===== config.mk =====
export PLATFORM = sky130hd
export DESIGN_NAME = sprite_line_renderer
export DESIGN_NICKNAME = d
export VERILOG_FILES = /design/src/rtl/sprite_line_renderer_pkg.sv /design/src/rtl/sprite_line_renderer_pixel_shifter.sv /design/src/rtl/sprite_line_renderer.sv
export SDC_FILE = /design/constraint.sdc
export NUM_CORES = 1
export LEC_CHECK = 0
export ABC_AREA = 1
export ABC_CLOCK_PERIOD_IN_PS = 4950
export BUFFER_PORTS_ARGS = -buffer_cell sky130_fd_sc_hd__buf_2
export CAP_MARGIN = 20
export CORE_ASPECT_RATIO = 1.4
export CORE_UTILIZATION = 35
export DETAILED_ROUTE_END_ITERATION = 7
export HOLD_SLACK_MARGIN = 0.03
export SYNTH_ARGS = -nofsm -noshare
export SYNTH_HDL_FRONTEND = slang
export SYNTH_HIERARCHICAL = 1
export SYNTH_SLANG_ARGS = --single-unit
export TNS_END_PERCENT = 10

===== constraint.sdc =====
create_clock -name VCLK -period 4.95 [get_ports VCLK]
set_input_delay 0.495 -clock VCLK [delete_from_list [all_inputs] [get_ports VCLK]]
set_output_delay 0.495 -clock VCLK [all_outputs]
set_load 0.03 [all_outputs]

===== src/rtl/sprite_line_renderer_pkg.sv =====
// Shared constants for the sprite line renderer: attribute byte layout,
// FSM state encoding and the sprite ROM address packing.
package sprite_line_renderer_pkg;

  localparam int unsigned NSPR  = 48;
  localparam int unsigned SPH   = 16;
  localparam int unsigned IDX_W = 6;

  // Attribute byte 1 bit positions
  localparam int unsigned B1_X8    = 7;
  localparam int unsigned B1_CODE8 = 6;
  localparam int unsigned B1_FLIPY = 5;
  localparam int unsigned B1_FLIPX = 4;

  typedef enum logic [3:0] {
    S_IDLE,
    S_RD0,
    S_RD1,
    S_RD2,
    S_RD3,
    S_CHK,
    S_FETCH,
    S_DRAW,
    S_NEXT,
    S_DONE
  } state_t;

  function automatic logic [13:0] rom_addr(input logic [8:0] code,
                                           input logic [3:0] row,
                                           input logic       half);
    return {code, row, half};
  endfunction

endpackage


===== src/rtl/sprite_line_renderer_pixel_shifter.sv =====
// Holds one 32-bit sprite ROM word and presents pixel k (or 7-k when flipped)
// together with its opaque flag.
module sprite_pixel_shifter (
  input  logic        clk,
  input  logic        rst_n,
  input  logic        load,
  input  logic [31:0] word,
  input  logic        flip,
  input  logic [2:0]  sel,
  output logic [3:0]  pixel,
  output logic        opaque
);

  logic [31:0] word_r;
  logic [2:0]  slot;

  always_ff @(posedge clk or negedge rst_n) begin
    if (!rst_n) begin
      word_r <= '0;
    end else if (load) begin
      word_r <= word;
    end
  end

  always_comb begin
    slot   = flip ? (3'd7 - sel) : sel;
    pixel  = word_r[{slot, 2'b00} +: 4];
    opaque = (pixel != 4'd0);
  end

endmodule


===== src/rtl/sprite_line_renderer.sv =====
// Per-scanline sprite renderer: scans attribute RAM, fetches rows of hit
// sprites from ROM and writes opaque pixels into the selected line-buffer half.
module sprite_line_renderer
  import sprite_line_renderer_pkg::*;
(
  input  logic        VCLK,
  input  logic        RESET_N,
  input  logic        START,
  input  logic [7:0]  VLINE,
  input  logic        BANK,
  output logic [7:0]  SADR,
  input  logic [7:0]  SDAT,
  output logic        ROM_REQ,
  output logic [13:0] ROM_ADR,
  input  logic        ROM_ACK,
  input  logic [31:0] ROM_DAT,
  output logic        WEN,
  output logic [9:0]  WAD,
  output logic [3:0]  WDT,
  output logic        BUSY
);

  localparam logic [IDX_W-1:0] IDX_LAST = IDX_W'(NSPR - 1);

  state_t           state;
  logic [IDX_W-1:0] idx;
  logic [7:0]       vline_l;
  logic             bank_l;
  logic [8:0]       code;
  logic [8:0]       xpos;
  logic             flipx;
  logic             flipy;
  logic [3:0]       row;
  logic             h;
  logic [2:0]       k;

  logic [7:0]       row_raw;
  logic [3:0]       row_eff;
  logic             hit;
  logic [8:0]       col_x;
  logic [3:0]       pixel;
  logic             opaque;
  logic             load;

  // In CHK the RAM is presenting byte 3 (Y), so it is used straight from SDAT.
  always_comb begin
    row_raw = vline_l - SDAT;
    hit     = (SDAT != 8'd0) && (row_raw < 8'(SPH));
    row_eff = flipy ? ~row_raw[3:0] : row_raw[3:0];
    col_x   = xpos + {5'd0, h, k};
    load    = (state == S_FETCH) && ROM_ACK;
  end

  sprite_pixel_shifter u_shifter (
    .clk    (VCLK),
    .rst_n  (RESET_N),
    .load   (load),
    .word   (ROM_DAT),
    .flip   (flipx),
    .sel    (k),
    .pixel  (pixel),
    .opaque (opaque)
  );

  always_ff @(posedge VCLK or negedge RESET_N) begin
    if (!RESET_N) begin
      state   <= S_IDLE;
      idx     <= '0;
      vline_l <= '0;
      bank_l  <= 1'b0;
      code    <= '0;
      xpos    <= '0;
      flipx   <= 1'b0;
      flipy   <= 1'b0;
      row     <= '0;
      h       <= 1'b0;
      k       <= '0;
      SADR    <= '0;
      ROM_REQ <= 1'b0;
      ROM_ADR <= '0;
      WEN     <= 1'b0;
      WAD     <= '0;
      WDT     <= '0;
      BUSY    <= 1'b0;
    end else begin
      WEN <= 1'b0;
      if (START) begin
        // Also the abort path: any in-flight fetch is dropped and ignored.
        vline_l <= VLINE;
        bank_l  <= BANK;
        idx     <= '0;
        SADR    <= '0;
        ROM_REQ <= 1'b0;
        BUSY    <= 1'b1;
        state   <= S_RD0;
      end else begin
        unique case (state)
          S_IDLE: ;
          S_RD0: begin
            SADR  <= SADR + 8'd1;
            state <= S_RD1;
          end
          S_RD1: begin
            code[7:0] <= SDAT;
            SADR      <= SADR + 8'd1;
            state     <= S_RD2;
          end
          S_RD2: begin
            xpos[8] <= SDAT[B1_X8];
            code[8] <= SDAT[B1_CODE8];
            flipy   <= SDAT[B1_FLIPY];
            flipx   <= SDAT[B1_FLIPX];
            SADR    <= SADR + 8'd1;
            state   <= S_RD3;
          end
          S_RD3: begin
            xpos[7:0] <= SDAT;
            state     <= S_CHK;
          end
          S_CHK: begin
            if (hit) begin
              row     <= row_eff;
              h       <= 1'b0;
              ROM_REQ <= 1'b1;
              ROM_ADR <= rom_addr(code, row_eff, flipx);
              state   <= S_FETCH;
            end else begin
              state <= S_NEXT;
            end
          end
          S_FETCH: begin
            if (ROM_ACK) begin
              ROM_REQ <= 1'b0;
              k       <= '0;
              state   <= S_DRAW;
            end
          end
          S_DRAW: begin
            WEN <= opaque;
            if (opaque) begin
              WAD <= {bank_l, col_x};
              WDT <= pixel;
            end
            k <= k + 3'd1;
            if (k == 3'd7) begin
              if (!h) begin
                h       <= 1'b1;
                ROM_REQ <= 1'b1;
                ROM_ADR <= rom_addr(code, row, ~flipx);
                state   <= S_FETCH;
              end else begin
                state <= S_NEXT;
              end
            end
          end
          S_NEXT: begin
            if (idx == IDX_LAST) begin
              state <= S_DONE;
            end else begin
              idx   <= idx + 1'b1;
              SADR  <= {idx + 6'd1, 2'b00};
              state <= S_RD0;
            end
          end
          S_DONE: begin
            BUSY  <= 1'b0;
            state <= S_IDLE;
          end
          default: state <= S_IDLE;
        endcase
      end
    end
  end

endmodule


* After elaboration in Yosys (flattened, before gate mapping)
Index checks and enable logic that the tools add are counted.
** Word-level totals
- Register bits :: 118
- Word-level logic and storage cells :: 112
- Input bits :: 53
- Output and inout port bits :: 39
** Operators by class
- Order comparisons :: 1
- Add/sub/neg operators :: 6
- Shift operators :: 1
- Equality and inequality tests :: 22
- Reduce and logical (&&, ||, !) cells :: 24
- Bitwise operators :: 3
- Muxes and demuxes :: 34
** Operators with widths (count)
- $mux W14 :: 3
- $pmux W4 S9 :: 1
- $shiftx A32 B6 Y4 :: 1
- $mux W4 :: 7
- $pmux W14 S2 :: 1
- $mux W6 :: 3
- $eq A4 B3 Y1 const B :: 4
- $mux W8 :: 2
- $pmux W8 S2 :: 1
- $ne A3 B3 Y1 const B :: 5
- $ne A2 B2 Y1 const B :: 6
- $reduce_and A3 Y1 :: 4
- $mux W1 :: 11
- $reduce_and A2 Y1 :: 5
- $reduce_and A5 Y1 :: 2
- $add A9 B4 Y9 :: 1
- $add A8 B1 Y8 const B :: 1
- $eq A4 B2 Y1 const B :: 2
- $eq A4 B4 Y1 const B :: 2
- $lt A8 B5 Y1 const B :: 1
- $reduce_bool A2 Y1 :: 4
- $reduce_bool A4 Y1 :: 2
- $reduce_bool A8 Y1 :: 1
- $sub A8 B8 Y8 :: 1
- 17 further kinds :: 20

* Longest topological paths before layout
Gate-level depths: netlist of run 1.
- Depth after elaboration :: 6
- Depth in mapped cells :: 18
- Mapped depth without buffers :: 16

* By module
The synthesis of run 1 kept the hierarchy.
** By module, submodules not included
- sprite_line_renderer :: cells an instance 537, times used 1, area each 4455.5 um^2
- sprite_pixel_shifter :: cells an instance 222, times used 1, area each 1684.1 um^2

* Least setup slack after synthesis of run 1
No wires, ideal clock.
- Kind :: input to register
- Start point :: in SDAT[0]
- End point :: reg ROM_ADR[10]
- Data arrival time :: 2.102 ns
- Path slack :: 2.728 ns
- Stages on the path :: 17
- Setup time :: 0.119 ns
- Path through :: ha_1 inv_1 fa_1 nand2_1 nand2_1 nand3_1 nand2_1 nand2_1 nand2_1 nor2_2 nand3_2 nand2_2 nand3_2 buf_6 buf_8 nand2_2 o21ai_2
** Between the ends
- Word-level cells in the longest chain between the ends :: 5
- Elaborated cells on any way between the ends :: 6
** RTL lines
- start: declaration :: line sprite_line_renderer.sv:12 : input logic [7:0] SDAT,
- $sub A8 B8 Y8 :: line sprite_line_renderer.sv:47 : row_raw = vline_l - SDAT;
- $lt A8 B5 Y1 :: line sprite_line_renderer.sv:48 : hit = (SDAT != 8'd0) && (row_raw < 8'(SPH));
- $logic_and A1 B1 Y1 (*) :: line sprite_line_renderer.sv:48
- $ne A2 B2 Y1 (no source line) (*)
- $reduce_and A5 Y1 (no source line) (*)
- end signal: assignment :: line sprite_line_renderer.sv:125 : ROM_ADR <= rom_addr(code, row_eff, flipx);
- end signal: assignment :: line sprite_line_renderer.sv:149 : ROM_ADR <= rom_addr(code, row, ~flipx);
- end: declaration :: line sprite_line_renderer.sv:14 : output logic [13:0] ROM_ADR,
Mark *: on every way between the ends. The rest lies on a longest branch, timed or not.
A chain may end at the register's enable or synchronous reset.

* Final worst setup path of run 1
- Start point :: reg flipx
- End point :: reg WAD[4]
** Between the ends
- Word-level cells in the longest chain between the ends :: 4
** RTL lines
- start: declaration :: line sprite_line_renderer.sv:31 : logic flipx;
- start signal: assignment :: line sprite_line_renderer.sv:112 : flipx <= SDAT[B1_FLIPX];
- $mux W3 :: line sprite_line_renderer_pixel_shifter.sv:26 : slot = flip ? (3'd7 - sel) : sel;
- $shiftx A32 B6 Y4 :: line sprite_line_renderer_pixel_shifter.sv:27 : pixel = word_r[{slot, 2'b00} +: 4];
- net pixel[2] :: line sprite_line_renderer.sv:41 : logic [3:0] pixel;
- $reduce_bool A4 Y1 :: line sprite_line_renderer_pixel_shifter.sv:28 : opaque = (pixel != 4'd0);
- net opaque :: line sprite_line_renderer.sv:42 : logic opaque;
- $reduce_and A3 Y1 (no source line)
- end signal: assignment :: line sprite_line_renderer.sv:141 : WAD <= {bank_l, col_x};
- end: declaration :: line sprite_line_renderer.sv:18 : output logic [9:0] WAD,
The timed path passes the listed nets, and every way through them passes these cells.

==> results of run 1 <==
critical path, cell delays in order (launching register included):
cell and delay (ns):
dfrtp_1 0.67, nand2_2 0.31, nand2_4 0.27, nand2_1 0.07, nand3_1 0.08, nand2_1 0.08, nand2_1 0.06, nand2_1 0.06
nor2_1 0.11, nand2_1 0.06, nand2_1 0.47, clkinv_1 0.47, nand3_1 0.17, nand2_1 0.06
logic make-up after synthesis:
kind of cell             share of synthesized area (%)
XOR/XNOR                                          3.36
AND/OR/NAND/NOR                                   24.8
multiplexers                                     0.652
AO/OA/AOI/OAI                                     10.5
flip-flops                                        48.1
adder cells (fa/ha/maj)                           3.91
buffers and inverters                             8.72
power breakdown:
part,switching [mW],internal [mW],total [mW]
combinational,0.323,0.175,0.498
sequential,0.0649,1.05,1.12
clock,0.410,0.773,1.18
final cells by class:
cell class | instances | area share (%)
clock buffer | 26 | 6.68
clock inverter | 4 | 0.957
inverter | 102 | 5.30
multi-input combinational | 514 | 36.3
sequential | 118 | 40.3
tap | 232 | 3.97
timing repair buffer | 93 | 6.46
routing by layer:
metal / vias to the layer above / GRT usage (%) / routed length [um]
met5: - / 0 / 0
met4: 0 / 7.14 / 297
met3: 23 / 4.35 / 543
met2: 105 / 28.0 / 6960
met1: 2313 / 20.3 / 6250
li1: 2573 / - / -
sequential cells by signal, summed over array words and instances (netlist names), 4 cells and up:
signal            cells
SADR                  8
vline_l               8
state                 4
WDT                   4
idx                   6
ROM_ADR              14
WAD                  10
xpos                  9
code                  9
u_shifter/word_r     32
row                   4
worst paths after layout:
path	from	endpoint	slack, ns	depth (start not counted)
worst max-delay path	flipx	WAD[4]	1.89	13
worst min-delay path	RESET_N	WAD[6]	0.20	1
worst max register to register	flipx	WAD[4]	1.89	13
worst min register to register	bank_l	bank_l	0.47	2
max in group asynchronous	RESET_N	vline_l[7]	3.55	2
min in group VCLK	VLINE[3]	vline_l[3]	0.28	3
metrics by stage:
step	instance area [sq um]	instances
2_1_floorplan	6140	759
3_3_place_gp	6760	1059
3_5_place_dp	6760	1059
4_1_cts	7320	1089
5_1_grt	7320	1089
6_report	7320	1089
layout by cell type, fill, tap and decap left out, types with 3 or more instances in the layout:
cell type,n
a21oi_1,10
buf_2,90
buf_4,3
clkbuf_1,6
clkbuf_16,17
clkbuf_8,3
dfrtp_1,118
ha_1,16
inv_1,95
inv_2,3
mux2i_1,4
nand2_1,236
nand2_2,12
nand3_1,51
nand3_2,3
nand3b_1,3
nor2_1,31
nor2_2,3
nor3_1,6
nor3_2,3
o21ai_0,82
o21ai_1,3
o21ai_2,10
o22ai_1,8
xnor2_1,6
xor2_1,12
==> flow_metrics.tcl, run 1 <==
set metrics [dict create \
    boundaryPins 92 \
    fin_skew_ns 0.00879 \
    final_util_pct 43.2 \
    power_leakage_nw 3.81 \
    tns_ns 0 \
    pre_cts_ws_ns 1.82 \
    drc 0 \
    synth_flop_cell "dfrtp_1" \
    syn-instance-count 759 \
    clockRootBuffer "clkbuf_16" \
    yosysWarnings 6 \
    htree_levels 4 \
    cts.clk_slew.worst_paths_ns 0.05 \
    dieArea_sq_mm 0.0181 \
    relSlewSlack_pct 33.0 \
    cp-start-kind "flop" \
    numCtsBuffers 17 \
    clkLatencyLatePin_ns 0.42 \
    cp_max_fo 21 \
    postSynthAreaPerCell_sq_um 8.09 \
    place.gp.congestion 0.866 \
    timing.final.crit_share_pct 61.8 \
    first_pass_iters 4 \
    nets 917 \
    finalWirelength_mm 14.1 \
    hp-class "in2async" \
    grt_antenna_before_repair 0 \
    dp_hpwl_mm 10.3 \
    ant_nets 0 \
    cap_violations 0 \
    wl_per_cell_um 12.9 \
    multi_input_area_sq_mm 0.00266 \
    cp.arrival_ns 3.36 \
    grt_pass1_wl_mm 23.6 \
    rsz0062_at_grt "no" \
    grtUsageTotal_pct 16.8 \
    start_util_pct 36.2 \
    grt_max_degree 71 \
    yosysSeqAreaShare_pct 48.1 \
    path_class "reg2reg" \
    hold_buffers 0 \
    hold_violations 0 \
    num_vias 5014 \
    async_flop_share_pct 100 \
    ys_seq_elements 118 \
    whs_ns 0.198 \
    rows 56 \
    synth.distinct_cells 39 \
    tightest_slew_ns 1.00 \
    power_mw 2.80 \
    port_buffers 91 \
    critPathRequiredTime_ns 5.25 \
    n_fill_cell 1750 \
    numClockSinks 118 \
    grt.overflow.total 0 \
    setup_ws_ns 1.89 \
    synth_area_leaders "dfrtp_1, nand2_1, o21ai_0" \
    netlist_top_cells_count "nand2_1, dfrtp_1, inv_1" \
    synth_top_area_share_pct 48.1 \
    drt_iter0_drc 314 \
    core_area_sq_mm 0.0170 \
    num_antenna_cells 0 \
    maxSlewViolCount 0 \
    period_needed_ns 3.06 \
    yosys.cell_count.top_type "nand2_1" \
    peakVddDrop_uv 210 \
    cts_setup_buffers 0 \
    netlist_area_sq_mm 0.00614 \
    end_kind "flop" \
    status "finished clean" \
    finalSetupViolCount 0 \
    synth_edf_count 0 \
    synth.largest_area_cell "dfrtp_1" \
    cts_resized 0 \
    layout-drive-gt1-share_pct 18.7 \
    die_h_um 159 \
    cts_max_path_buffers 2 \
    cts_tree "built" \
    fp.dieW_um 114 \
    pwr_density_cell_mw_per_mm2 382 \
    area_delta_synth_final_pct 19.2 \
    via_per_inst 4.60 \
    grt_pass1_vias 5034 \
    synthesis.nets 830 \
    fmax_mhz 327 \
    final-seq-area_sq_mm 0.00295 \
]
(Power assumes the default switching activity.)
==> inputs of run 2 (changes only) <==
ABC_CLOCK_PERIOD_IN_PS = 2630   (was 4950)
clock period = 2.63 ns   (was 4.95 ns; I/O delays follow)
==> run 2 against run 1 <==
Effect of this change: global-route usage decreased by 0.26 points; wire length decreased by 0.25%; critical endpoint is now ROM_ADR[8]; final area increased by 3.3%; largest power group unchanged; cell count is 1.3% higher; largest cell class unchanged; non-clock buffer count grew 12.
==> flow_metrics.tcl, run 2 (same netlist as run 1, synthesis figures left out) <==
set metrics [dict create \
    place.gp.congestion 0.789 \
    met3_usage_pct 3.21 \
    grt_antenna_before_repair 0 \
    hold_violations 0 \
    relSlewSlack_pct 66.6 \
    critPathTopFamily "simple AND/OR/NAND/NOR gates" \
    peakVddDrop_uv 433 \
    wl_per_cell_um 12.7 \
    grt_max_degree 71 \
    critPathRequiredTime_ns 2.92 \
    cts_max_path_buffers 2 \
    clockRootBuffer "clkbuf_16" \
    start_util_pct 36.2 \
    cts.clk_slew.worst_paths_ns 0.06 \
    cap_violations 0 \
    via_per_inst 4.51 \
    pwr_density_cell_mw_per_mm2 754 \
    power_leakage_nw 3.93 \
    most-common-layout-cells "nand2_1, dfrtp_1, inv_1" \
    rows 56 \
    path_class "reg2reg" \
    n_fill_cell 1771 \
    area_delta_synth_final_pct 23.2 \
    dieArea_sq_mm 0.0181 \
    period_needed_ns 2.31 \
    grt_pass1_vias 4915 \
    fmax_mhz 433 \
    rsz0062_at_grt "no" \
    busiest_layer "met2" \
    end_kind "flop" \
    grt.met2_usage_pct 28.2 \
    finalWirelength_mm 14.0 \
    num_vias 4976 \
    fin_skew_ns 0.00539 \
    status "finished clean" \
    grt_pass1_wl_mm 23.6 \
    grt.overflow.total 0 \
    tightest_slew_ns 0.500 \
    max_stage_delay_ns 0.40 \
    port_buffers 91 \
    power_mw 5.70 \
    setup_ws_ns 0.320 \
    core_area_sq_mm 0.0170 \
    final_common_cell "nand2_1" \
    grtUsageTotal_pct 16.5 \
    clkLatencyLatePin_ns 0.41 \
    largest_reg_flops 32 \
    numClockSinks 118 \
    pre_cts_ws_ns 0.341 \
    cp-start-kind "flop" \
    maxSlewViolCount 0 \
    crit_path_frequent_cell "nand2_1" \
    top_regs "u_shifter/word_r (32), ROM_ADR (14), WAD (10)" \
    timing.final.crit_share_pct 87.8 \
    cts_setup_buffers 0 \
    cp_max_fo 18 \
    drt_iter0_drc 196 \
    htree_levels 4 \
    first_pass_iters 4 \
    hold_buffers 3 \
    cts_tree "built" \
    drc 0 \
    fp.dieW_um 114 \
    rrSetupSlack_ns 0.32 \
    grtUsageMet1_pct 20.3 \
    slowest_stage "fa_1" \
    path_buf_inv 3 \
    boundaryPins 92 \
    tns_ns 0 \
    layout-drive-gt1-share_pct 20.2 \
    finalSetupViolCount 0 \
    ant_nets 0 \
    path_cells "inv_1 -> ha_1 -> inv_1 -> fa_1 -> nand2_1 -> nand2_1 -> nand3_1 -> nand2_1 -> nand2_1 -> nand2_1 -> nor2_2 -> nand3_2 -> nand2_2 -> nand3_2 -> buf_4 -> nand2_1 -> o21ai_0" \
    dp_hpwl_mm 10.3 \
    largest_register "u_shifter/word_r" \
    die_h_um 159 \
    cp.arrival_ns 2.60 \
    numCtsBuffers 17 \
    cts_resized 0 \
    hp-class "in2reg" \
    nets 929 \
    num_antenna_cells 0 \
]
## run 2: cell types whose count changed in the layout (fill, tap and decap cells not counted), sizes merged
cell         previous run  this run
buf                    93       102
clkbuf                 26        20
inv                   100       102
dlygate4sd3             0         3
clkinv                  4         6
bufinv                  2         6
## run 2: final cells by class
type / count / area (sq um) / area share, %
Clock buffer: 20 / 457 / 6.04
Clock inverter: 12 / 221 / 2.93
Inverter: 102 / 388 / 5.13
Multi-Input combinational cell: 514 / 2660 / 35.1
Sequential cell: 118 / 2950 / 39.1
Tap cell: 232 / 290 / 3.84
Timing Repair Buffer: 105 / 596 / 7.88
## run 2: worst paths after layout
check	startpoint	endpoint	cells after the start
max reg2reg	vline_l[0]	ROM_ADR[8]	17
min reg2reg	bank_l	bank_l	2
min	VLINE[5]	vline_l[5]	3
min in group asynchronous	RESET_N	WAD[2]	2
max	vline_l[0]	ROM_ADR[8]	17
max in group asynchronous	RESET_N	WDT[3]	3
## run 2: power breakdown
group	leakage, nW	total (mW)	switching (mW)	internal (mW)
Combinational	2.09	0.941	0.597	0.343
Sequential	1.51	2.10	0.120	1.98
Clock	0.335	2.66	0.832	1.83
## run 2: stage by stage
stage / utilization [%] / instances / area [sq um] / hold WS [ns]
after floorplan: - / 759 / 6140 / -0.0326
after global placement: 40.4 / 1068 / 6850 / 0.178
after detailed placement: 40.4 / 1068 / 6850 / 0.182
after CTS: 44.6 / 1103 / 7560 / 0.0303
after global routing: 44.6 / 1103 / 7560 / 0.0415
final: 44.6 / 1103 / 7560 / 0.0477
## run 2: metal layers
metal	vias to the layer above	share of wire (%)	routed length (um)
met5	-	0	0
met4	0	1.7	245
met3	16	3.2	452
met2	87	49	6930
met1	2273	46	6390
li1	2600	-	-
## run 2: worst min-delay path: cells and delay by family
family | cells | cell delay (ns)
buf+inv | 1 | 0.07
simple gates | 2 | 0.09
==> inputs of run 3 (changes only) <==
CTS_BUF_LIST = sky130_fd_sc_hd__clkbuf_4 sky130_fd_sc_hd__clkbuf_8 sky130_fd_sc_hd__clkbuf_16   (was not set)
==> run 3 against run 2 <==
Effect of this change: register-to-register slack barely moved; sequential share of layout area hardly changed; die area is the same; combinational power about the same; hold slack is essentially flat; flip-flop and latch count stayed put; maximum frequency is essentially flat; clock power about the same; utilization is essentially flat; critical endpoint unchanged; largest cell class unchanged.
==> flow_metrics.tcl, run 3 (same netlist as run 1, synthesis figures left out) <==
set metrics [dict create \
    tns_ns 0 \
    num_vias 4976 \
    clkPwrFrac_pct 46.7 \
    die_h_um 159 \
    maxSlewViolCount 0 \
    most-common-layout-cells "nand2_1, dfrtp_1, inv_1" \
    rows 56 \
    drt_iter0_drc 196 \
    power_frac_comb_pct 16.5 \
    hold_violations 0 \
    wl_per_cell_um 12.7 \
    cts_setup_buffers 0 \
    seq_power_share_pct 36.8 \
    rsz0062_at_grt "no" \
    fp.dieW_um 114 \
    status "finished clean" \
    cts_resized 0 \
    area_delta_synth_final_pct 23.2 \
    hold_buffers 3 \
    end_kind "flop" \
    cts.clk_slew.worst_paths_ns 0.06 \
    power_leakage_nw 3.94 \
    whs_ns 0.0478 \
    htree_levels 4 \
    port_buffers 91 \
    ant_nets 0 \
    cp_max_fo 18 \
    multi_input_area_sq_mm 0.00266 \
    largest_register "u_shifter/word_r" \
    tightest_slew_ns 0.500 \
    core_area_sq_mm 0.0170 \
    fin_skew_ns 0.00539 \
    layout-drive-gt1-share_pct 20.3 \
    clkLatencyLatePin_ns 0.41 \
    dp_hpwl_mm 10.3 \
    intPower_mw 4.17 \
    cts_tree "built" \
    largest_reg_flops 32 \
    grt_pass1_wl_mm 23.6 \
    grt_max_degree 71 \
    via_per_inst 4.51 \
    cp-start-kind "flop" \
    num_antenna_cells 0 \
    final_common_cell "nand2_1" \
    hp-class "in2reg" \
    first_pass_iters 4 \
    period_needed_ns 2.31 \
    swShare_pct 27.1 \
    cts_max_path_buffers 2 \
    finalWirelength_mm 14.0 \
    numClockSinks 118 \
    clockRootBuffer "clkbuf_16" \
    fmax_mhz 433 \
    n_fill_cell 1772 \
    final-seq-area_sq_mm 0.00295 \
    pwr_density_cell_mw_per_mm2 755 \
    relSlewSlack_pct 66.6 \
    drc 0 \
    cp.arrival_ns 2.60 \
    cap_violations 0 \
    finalSetupViolCount 0 \
    top_regs "u_shifter/word_r (32), ROM_ADR (14), WAD (10)" \
    nets 929 \
    start_util_pct 36.2 \
    place.gp.congestion 0.789 \
    numCtsBuffers 17 \
    timing.final.crit_share_pct 87.8 \
    grt_antenna_before_repair 0 \
    grtUsageTotal_pct 16.5 \
    dieArea_sq_mm 0.0181 \
    power_switching_mw 1.55 \
    grt.overflow.total 0 \
    critPathRequiredTime_ns 2.92 \
    boundaryPins 92 \
    grt_pass1_vias 4915 \
    path_class "reg2reg" \
    peakVddDrop_uv 433 \
]
run 3: cell counts in the layout (fill, tap and decap cells not counted):
Identical to the previous run, type by type.
run 3: final timing paths:
path                            start          to  slack [ns]  cells after the start
max                        vline_l[0]  ROM_ADR[8]        0.32                     17
min in group asynchronous     RESET_N      WAD[2]        0.29                      2
max in group asynchronous     RESET_N      WDT[3]        1.66                      3
max reg2reg                vline_l[0]  ROM_ADR[8]        0.32                     17
min                          VLINE[5]  vline_l[5]        0.05                      3
min reg2reg                    bank_l      bank_l        0.47                      2
run 3: critical path, stage by stage, from the launching register on:
cell and delay [ns]:
dfrtp_1 0.35, inv_1 0.09, ha_1 0.14, inv_1 0.05, fa_1 0.40, nand2_1 0.08, nand2_1 0.08, nand3_1 0.09
nand2_1 0.05, nand2_1 0.06, nand2_1 0.05, nor2_2 0.12, nand3_2 0.09, nand2_2 0.09, nand3_2 0.07, buf_4 0.21
nand2_1 0.07, o21ai_0 0.08
run 3: power by group through the flow:
stage / clock network [mW] / logic (mW) / registers (mW)
after floorplan: 0 / 0.695 / 2.13
after global placement: 0 / 0.927 / 2.13
after detailed placement: 0 / 0.943 / 2.13
after CTS: 2.73 / 0.952 / 2.10
after global routing: 2.81 / 1.08 / 2.12
final: 2.67 / 0.940 / 2.10
run 3: per-stage QoR:
step           cells  area [sq um]  setup slack (ns)  util, %  power, mW
6_report        1103          7560             0.320     44.6       5.71
5_1_grt         1103          7560            0.0547     44.6       6.01
4_1_cts         1103          7560             0.319     44.6       5.78
3_5_place_dp    1068          6850             0.341     40.4       3.08
3_3_place_gp    1068          6850             0.401     40.4       3.06
2_1_floorplan    759          6140             0.480        -       2.82
run 3: routing by layer:
metal | vias up | track usage (%) | wire, um
li1 | 2600 | - | -
met1 | 2273 | 20.3 | 6390
met2 | 87 | 28.2 | 6950
met3 | 16 | 3.21 | 435
met4 | 0 | 6.32 | 245
met5 | - | 0 | 0
run 3: layout make-up:
cell class                      instances  share of cell area [%]
Sequential cell                       118                    39.0
Multi-Input combinational cell        514                    35.1
Inverter                              102                    5.13
Clock buffer                           20                    6.09
Timing Repair Buffer                  105                    7.87
Tap cell                              232                    3.84
Clock inverter                         12                    2.93
